**src/rtl/multi_edge_detect.sv**
```systemverilog
// multi_edge_detect: NCH independent edge detectors with input synchronisers,
// runtime-selected edge mode, one-cycle detection pulse, retriggerable stretched
// pulse, write-1-to-clear sticky flag and a shared saturating event counter.
module multi_edge_detect #(
    parameter int NCH         = 8,
    parameter int SYNC_STAGES = 2,
    parameter int PULSE_LEN   = 4,
    parameter int CNT_W       = 16
) (
    input  logic             clk_i,
    input  logic             rst_ni,
    input  logic             enable_i,
    input  logic [NCH-1:0]   sig_i,
    input  logic [2*NCH-1:0] mode_i,
    input  logic [NCH-1:0]   clr_i,
    input  logic             cnt_clr_i,
    output logic [NCH-1:0]   detection_o,
    output logic [NCH-1:0]   stretched_o,
    output logic [NCH-1:0]   sticky_o,
    output logic [CNT_W-1:0] evt_count_o
);

    localparam int SW    = $clog2(PULSE_LEN + 1);
    localparam int PC_W  = $clog2(NCH + 1);
    localparam int SUM_W = CNT_W + PC_W;
    localparam logic [2:0] PRIME_DONE = 3'(SYNC_STAGES + 1);

    logic [NCH-1:0]   sync_q;
    logic [NCH-1:0]   prev_q;
    logic [2:0]       prime_q;
    logic             primed;
    logic [CNT_W-1:0] evt_q;
    logic [CNT_W-1:0] evt_d;

    // Synchroniser chain; with zero stages the raw input feeds the detector.
    generate
        if (SYNC_STAGES == 0) begin : g_nosync
            assign sync_q = sig_i;
        end else begin : g_sync
            logic [NCH-1:0] stage_q [SYNC_STAGES];

            // Shift the raw inputs through SYNC_STAGES flops.
            always_ff @(posedge clk_i or negedge rst_ni) begin
                if (!rst_ni) begin
                    for (int k = 0; k < SYNC_STAGES; k++) begin
                        stage_q[k] <= '0;
                    end
                end else begin
                    stage_q[0] <= sig_i;
                    for (int k = 1; k < SYNC_STAGES; k++) begin
                        stage_q[k] <= stage_q[k-1];
                    end
                end
            end

            assign sync_q = stage_q[SYNC_STAGES-1];
        end
    endgenerate

    // History tracks the synchronised level every cycle, even when disabled,
    // so edges that happen while disabled are never reported later.
    always_ff @(posedge clk_i or negedge rst_ni) begin
        if (!rst_ni) begin
            prev_q <= '0;
        end else begin
            prev_q <= sync_q;
        end
    end

    // Priming counter: masks detection until the chain and history hold real
    // samples, so levels high through reset never look like a rising edge.
    always_ff @(posedge clk_i or negedge rst_ni) begin
        if (!rst_ni) begin
            prime_q <= '0;
        end else if (!primed) begin
            prime_q <= prime_q + 3'd1;
        end
    end

    assign primed = (prime_q == PRIME_DONE);

    // Per-channel detection, stretch counter and sticky flag.
    generate
        for (genvar gi = 0; gi < NCH; gi++) begin : g_ch
            logic          det_q, det_d;
            logic [SW-1:0] str_q, str_d;
            logic          stk_q, stk_d;
            logic          rise, fall, edge_sel;

            // Edge selection by mode, stretch reload/decrement, sticky set-wins-over-clear.
            always_comb begin
                rise     = sync_q[gi] & ~prev_q[gi];
                fall     = ~sync_q[gi] & prev_q[gi];
                edge_sel = 1'b0;
                case (mode_i[2*gi +: 2])
                    2'b01:   edge_sel = rise;
                    2'b10:   edge_sel = fall;
                    2'b11:   edge_sel = rise | fall;
                    default: edge_sel = 1'b0;
                endcase
                det_d = enable_i & primed & edge_sel;
                if (det_d) begin
                    str_d = SW'(PULSE_LEN);
                end else if (str_q != '0) begin
                    str_d = str_q - 1'b1;
                end else begin
                    str_d = str_q;
                end
                stk_d = det_q | (stk_q & ~clr_i[gi]);
            end

            // Per-channel state registers.
            always_ff @(posedge clk_i or negedge rst_ni) begin
                if (!rst_ni) begin
                    det_q <= 1'b0;
                    str_q <= '0;
                    stk_q <= 1'b0;
                end else begin
                    det_q <= det_d;
                    str_q <= str_d;
                    stk_q <= stk_d;
                end
            end

            assign detection_o[gi] = det_q;
            assign stretched_o[gi] = (str_q != '0);
            assign sticky_o[gi]    = stk_q;
        end
    endgenerate

    // Saturating event count: add this cycle's visible pulses; a clear restarts
    // from those pulses so simultaneous events are not lost.
    always_comb begin
        logic [PC_W-1:0]  pop;
        logic [SUM_W-1:0] base;
        logic [SUM_W-1:0] sum;
        pop = '0;
        for (int i = 0; i < NCH; i++) begin
            pop = pop + PC_W'(detection_o[i]);
        end
        base = cnt_clr_i ? '0 : SUM_W'(evt_q);
        sum  = base + SUM_W'(pop);
        if (sum > SUM_W'({CNT_W{1'b1}})) begin
            evt_d = '1;
        end else begin
            evt_d = sum[CNT_W-1:0];
        end
    end

    // Event counter register.
    always_ff @(posedge clk_i or negedge rst_ni) begin
        if (!rst_ni) begin
            evt_q <= '0;
        end else begin
            evt_q <= evt_d;
        end
    end

    assign evt_count_o = evt_q;

endmodule

```
**config.mk**
```make
export PLATFORM = sky130hd
export DESIGN_NAME = multi_edge_detect
export DESIGN_NICKNAME = d
export VERILOG_FILES = /design/src/rtl/multi_edge_detect.sv
export SDC_FILE = /design/constraint.sdc
export NUM_CORES = 1
export LEC_CHECK = 0
export ABC_AREA = 1
export BUFFER_PORTS_ARGS = -buffer_cell sky130_fd_sc_hd__buf_2
export CAP_MARGIN = 20
export CELL_PAD_IN_SITES_DETAIL_PLACEMENT = 1
export CELL_PAD_IN_SITES_GLOBAL_PLACEMENT = 1
export CORE_MARGIN = 4
export CORE_UTILIZATION = 40
export DETAILED_ROUTE_END_ITERATION = 16
export PLACE_DENSITY = 0.74
export SYNTH_ARGS = -nofsm -noshare
export SYNTH_HDL_FRONTEND = slang
export SYNTH_SLANG_ARGS = --single-unit
```
**constraint.sdc**
```tcl
create_clock -name clk_i -period 6.95 [get_ports clk_i]
set_input_delay 0 -clock clk_i [delete_from_list [all_inputs] [get_ports clk_i]]
set_output_delay 0 -clock clk_i [all_outputs]
set_load 0.03 [all_outputs]
```
==> results of run 1 <==
[power by group]
group,internal [W],switching [W],total (W)
clock,0.000149,0.000169,0.000318
sequential,0.000583,0.0000415,0.000625
combinational,0.000214,0.000372,0.000586
total,0.000947,0.000582,0.00153
[sequential cells by signal, indices dropped and copies added, names as in the netlist]
register	count
sync_q	8
evt_count_o	16
g_sync.stage_q	8
g_ch.det_q	8
g_ch.str_q	24
prime_q	3
g_ch.stk_q	8
prev_q	8
[path summary, 6_finish.rpt]
path	endpoint	slack [ns]	depth (start not counted)
min in group asynchronous	evt_count_o[9]	0.15	2
worst max register to register	evt_count_o[13]	3.34	11
worst min register to register	sync_q[6]	0.35	0
worst max-delay path	evt_count_o[13]	3.34	11
worst min-delay path	g_ch[2].det_q	0.07	5
max in group asynchronous	prev_q[0]	5.81	3
[through the flow]
stage	util	instances	power, W	instance area [um^2]
after CTS	0.4775	724	0.001561	5176
after floorplan	-	494	0.001070	4420
after global placement	0.4459	691	0.001181	4833
after detailed placement	0.4459	691	0.001227	4833
final	0.4775	724	0.001528	5176
after global routing	0.4775	724	0.001669	5176
[cells in the mapped netlist]
library cell and count:
fa_1 5, nand2_1 76, o21bai_1 4, o21a_1 1, nor2_4 3, xor2_1 7, buf_4 16, o211ai_1 6
nand3_1 19, nand3b_1 2, nand2_4 1, xnor2_1 5, nand3_2 9, ha_1 40, dfrtp_1 83, inv_2 1
inv_1 115, buf_2 1, mux2_2 1, a21oi_1 22, buf_6 2, o21ai_0 26, nor3_1 3, nor2_2 1
nor2_1 45
[per-layer routing]
metal	wire length, um	share of wire	GRT usage	vias to the layer above
li1	-	-	-	1661
met1	3914	0.41	0.1902	1669
met2	5146	0.54	0.2994	49
met3	350	0.037	0.03048	12
met4	149	0.016	0.05529	0
met5	0	0	0	-
[layout by cell type (no fill, tap or decap), types with 17 or more instances in the layout]
master and instances:
ha_1 40, inv_1 115, a21oi_1 22, dlygate4sd3_1 17, nand2_1 76, nand3_1 19
buf_2 74, dfrtp_1 83, o21ai_0 26, nor2_1 45
[worst min-delay path: cells and delay by family]
kind	cells	cell delay, ns
and+or+nand+nor	2	0.15
AOI/OAI and AO/OA	1	0.05
buffers and inverters	2	0.17
[kinds of logic (layout without fill, tap and decap cells)]
family | Yosys count | count (layout) | synth area share
AO/OA/AOI/OAI | 59 | 59 | 0.07303
XOR/XNOR | 12 | 12 | 0.02378
buffers and inverters | 135 | 225 | 0.1319
flip-flops | 83 | 83 | 0.4699
multiplexers | 1 | 1 | 0.002547
adder cells (fa/ha/maj) | 45 | 45 | 0.1359
AND/OR/NAND/NOR | 159 | 159 | 0.1630
[what timing repair did]
| action | CTS | global route |
|---|---|---|
| buffers inserted | 0 | 0 |
| hold buffers | 17 | 0 |
| endpoints found under the hold margin | 54 | 0 |
| resized for setup | 0 | 0 |
[final cells by class]
| class | count | area [um^2] | area share |
|---|---|---|---|
| multi-input combinational | 276 | 1760 | 0.3401 |
| inverter | 116 | 435.4 | 0.08412 |
| timing repair buffer | 93 | 555.5 | 0.1073 |
| sequential | 83 | 2077 | 0.4013 |
| clock inverter | 2 | 10.01 | 0.001934 |
| tap | 140 | 175.2 | 0.03384 |
| clock buffer | 14 | 162.7 | 0.03142 |
==> run summary, run 1 <==
die area - 12800 um^2
post-synth top area cell - dfrtp_1
Nets - 660
Max-Cap Viols - 0
crit start category - flip-flop
CP Launch Point - g_ch[0].det_q
buffers added on ports - 75
worst vdd ir - 0.1887 mV
number of global-route vias before repair - 3624
core box area - 10840 um^2
drt total wl - 9561 um
GRT Residual Overflow - 0
Max Root-Sink Buffers - 2
drt wl/cell - 13.21 um
worst-margin pin slew - 0.5665 ns
Worst Path Max Fanout - 11
min-delay src - mode_i[4]
post-synthesis sequential area ratio - 0.4699
via count - 3391
drt first pass iters - 4
Pleak - 2.895 nW
CTS tree - built
I/O pin total - 76
post-place setup slack - 3.330 ns
PnR worst setup slack - 3.342 ns
first-pass GRT wire length - 16690 um
Clock Latency Late Sink - 0.35 ns
status - finished, final reports clean
clock root buffer master - clkbuf_8
Layout area overhead - 17.10%
RSZ-0062 raised after global routing - false
period utilisation layout - 0.5191
# diodes - 0
Final Max Slew Viols - 0
Num Clock Sinks - 83
Worst Setup End Kind - flip-flop
Worst EP required - 7.17 ns
CP max-delay cell - fa_1
Synthesized Nets - 575
post-layout min period - 3.608 ns
final setup vio count - 0
DRT antenna net count - 0
final hold slack - 0.06689 ns
CTS Buf Count - 9
CP delay by family, top - adder cells
Max Freq - 277.2 MHz
PwrDens - 295.3 nW/um^2
Reg clk slew, reported paths - 0.08 ns
gpl congestion - 0.7978
Avg Cell Area, Syn - 8.948 um^2
Setup Skew - 0.01003 ns
CP max stage delay - 0.55 ns
DP Wirelength - 7464 um
Residual DRC - 0
Setup TNS - 0 ns
normalized max-slew margin - 0.6223
initial antenna violation count - 0
Die Width - 113.1 um
hold crit path type - in -> reg
# rows - 38
mapped cell area - 4420 um^2
routed vias/inst - 4.684
first-iteration detailed-routing DRC count - 96
worst path bufs/invs - 2
Mapped Cells - 494
Fill cells - 1323
Yosys reg bits - 83
H-tree levels - 3
crit-path cells - fa_1 -> inv_1 -> fa_1 -> fa_1 -> fa_1 -> inv_1 -> fa_1 -> a21oi_1 -> nor2_4 -> nand3_2 -> nand3_2
Hold Fails Final Rpt - 0
Setup CP Type - reg -> reg
top-area cell type share of the netlist area - 0.4699
Worst EP arrival - 3.83 ns
largest net degree at the start of global routing - 46
die span in y - 113.1 um
top post-synthesis cells by area - dfrtp_1 (47%), ha_1 (11%), inv_1 (9.8%), nand2_1 (6.5%), nor2_1 (3.8%)
Initial Utilization - 0.4078
Yosys cell types - 25
CP most frequent cell - fa_1
yosys warns - 0
layout cells sized above 1 - 0.1798
Crit Reg-Reg Startpoint - g_ch[0].det_q
Total Routing Usage GR - 0.1631
Note: power is estimated with default switching activity, not from simulation.
==> run 2: changes to the inputs <==
==> constraint.sdc (replaced) <==
create_clock -name clk_i -period 3.8 [get_ports clk_i]
set_input_delay 0 -clock clk_i [delete_from_list [all_inputs] [get_ports clk_i]]
set_output_delay 0 -clock clk_i [all_outputs]
set_load 0.03 [all_outputs]
==> run 2 against run 1 <==
Compared with the run above: wire length rose by 5.6%; worst setup slack got worse by 3.2 ns; hold slack improved by 0.0031 ns; maximum frequency barely moved; clock power rose by 140%; combinational power rose by 84%; core utilization rose by 0.70 points; largest cell class unchanged.
==> run summary, run 2 (synthesized netlist as in run 1, its figures left out) <==
status - finished, final reports clean (unchanged)
Setup CP Type - reg -> reg (unchanged)
Num Clock Sinks - 83 (unchanged)
Setup TNS - 0 ns (unchanged)
post-CTS resize count - 0 (unchanged)
gpl congestion - 0.8018 (was 0.7978)
Worst Setup End Kind - flip-flop (unchanged)
Nets - 661 (was 660)
drt total wl - 10100 um (was 9561 um)
Cell Area, Placed - 4841 um^2 (was 4833 um^2)
PwrDens - 569.8 nW/um^2 (was 295.3 nW/um^2)
Finished Cell Area - 5253 um^2 (was 5176 um^2)
DP Wirelength - 7597 um (was 7464 um)
Final Max Slew Viols - 0 (unchanged)
CTS hold repair buffers - 17 (unchanged)
postcts setup bufs - 0 (unchanged)
Global Route met3 Usage - 0.03743 (was 0.03048)
Die Width - 113.1 um (unchanged)
H-tree levels - 3 (unchanged)
routed vias/inst - 4.662 (was 4.684)
number of global-route vias before repair - 3795 (was 3624)
drt wl/cell - 13.92 um (was 13.21 um)
max reg flops - 24 (unchanged)
Max Freq - 277.1 MHz (was 277.2 MHz)
GR peak layer - met2 (unchanged)
Hold Fails Final Rpt - 0 (unchanged)
commonest non-fill, non-tap cell in the layout - inv_1 (unchanged)
largest net degree at the start of global routing - 55 (was 46)
layout cells sized above 1 - 0.1846 (was 0.1798)
drt first pass iters - 4 (unchanged)
Reg clk slew, reported paths - 0.08 ns (about the same)
first-iteration detailed-routing DRC count - 92 (was 96)
final setup vio count - 0 (unchanged)
grt met1 use - 0.1814 (was 0.1902)
# diodes - 0 (unchanged)
Crit Reg-Reg Startpoint - g_ch[0].det_q (unchanged)
GRT Residual Overflow - 0 (unchanged)
Max Root-Sink Buffers - 2 (unchanged)
first-pass GRT wire length - 17350 um (was 16690 um)
period utilisation layout - 0.9498 (was 0.5191)
Residual DRC - 0 (unchanged)
Max-Cap Viols - 0 (unchanged)
Worst EP arrival - 3.89 ns (was 3.83 ns)
die area - 12800 um^2 (unchanged)
hold crit path type - in -> reg (unchanged)
CTS Buf Count - 9 (unchanged)
r2r setup slk - 0.19 ns (was 3.34 ns)
Clock Latency Late Sink - 0.35 ns (about the same)
Layout area overhead - 18.82% (was 17.10%)
Initial Utilization - 0.4078 (unchanged)
met2 Use GR - 0.3254 (was 0.2994)
post-layout min period - 3.609 ns (was 3.608 ns)
# rows - 38 (unchanged)
Total Routing Usage GR - 0.1699 (was 0.1631)
Hold EP - g_ch[7].det_q (was g_ch[2].det_q)
reg2reg path depth - 11 (unchanged)
Pleak - 2.932 nW (was 2.895 nW)
RSZ-0062 raised after global routing - false (unchanged)
core box area - 10840 um^2 (unchanged)
DRT antenna net count - 0 (unchanged)
Setup Skew - 0.006965 ns (was 0.01003 ns)
Worst EP required - 4.08 ns (was 7.17 ns)
Min-Delay Path Depth - 5 (unchanged)
clock root buffer master - clkbuf_8 (unchanged)
most frequent cells in the layout - inv_1 (115), dfrtp_1 (83), nand2_1 (76) (unchanged)
normalized max-slew margin - 0.5297 (was 0.6223)
worst-margin pin slew - 0.7054 ns (was 0.5665 ns)
Worst R2R End - evt_count_o[6] (was evt_count_o[13])
crit start category - flip-flop (unchanged)
die span in y - 113.1 um (unchanged)
Fill cells - 1311 (was 1323)
initial antenna violation count - 0 (unchanged)
via count - 3380 (was 3391)
I/O pin total - 76 (unchanged)
min-delay src - mode_i[14] (was mode_i[4])
buffers added on ports - 75 (unchanged)
CTS tree - built (unchanged)
Worst Path Max Fanout - 11 (unchanged)
worst vdd ir - 0.2390 mV (was 0.1887 mV)
Largest Register - g_ch.str_q (unchanged)
## run 2: cell types whose count changed in the layout (fill, tap and decap cells not counted)
cell,previous run,this run
clkbuf_1,3,1
buf_4,2,3
clkbuf_8,11,10
bufinv_16,0,3
## run 2: layout make-up
| type | count | area (um^2) | share of cell area |
|---|---|---|---|
| clock buffers | 11 | 141.4 | 0.02692 |
| clock inverters | 5 | 100.1 | 0.01906 |
| inverters | 116 | 435.4 | 0.08290 |
| multi-input cells | 276 | 1760 | 0.3352 |
| flip-flops and latches | 83 | 2077 | 0.3954 |
| well taps | 140 | 175.2 | 0.03335 |
| repair buffers | 94 | 563.0 | 0.1072 |
## run 2: where the power goes
| group | switching [W] | internal, W | total, W |
|---|---|---|---|
| clock | 0.000315 | 0.000453 | 0.000768 |
| combinational | 0.000685 | 0.000395 | 0.00108 |
| sequential | 0.0000782 | 0.00107 | 0.00114 |
## run 2: worst max path at each step
stage | to | slack [ns] | from | cells past startpoint
after floorplan | evt_count_o[12] | 0.49 | g_ch[0].det_q | 12
after global placement | evt_count_o[6] | 0.25 | g_ch[0].det_q | 11
after detailed placement | evt_count_o[6] | 0.20 | g_ch[0].det_q | 11
after CTS | evt_count_o[6] | 0.14 | g_ch[0].det_q | 11
after global routing | evt_count_o[6] | 0.01 | g_ch[0].det_q | 11
final | evt_count_o[6] | 0.19 | g_ch[0].det_q | 11
## run 2: worst max-delay path, cell delays in order (launching register included)
cell and delay (ns):
dfrtp_1 0.41, fa_1 0.54, inv_1 0.06, fa_1 0.53
fa_1 0.43, fa_1 0.37, inv_1 0.10, fa_1 0.26
a21oi_1 0.15, nor2_4 0.19, nand3_2 0.32, nand3_1 0.18
## run 2: layer usage
| layer | up-vias | part of all wire |
|---|---|---|
| met2 | 57 | 0.54 |
| met4 | 0 | 0.020 |
| li1 | 1659 | - |
| met3 | 14 | 0.040 |
| met1 | 1650 | 0.40 |
| met5 | - | 0 |
## run 2: through the flow
stage                     cells  hold WS, ns  power (W)  worst slack (ns)    util
after detailed placement    692       0.1095   0.002250            0.1968  0.4466
final                       725      0.07002   0.002993            0.1908  0.4845
after global routing        725      0.09224   0.003244          0.009574  0.4845
after floorplan             494      -0.2956   0.001957            0.4909       -
after CTS                   725      0.05039   0.003049            0.1407  0.4845
after global placement      692       0.1028   0.002160            0.2544  0.4466
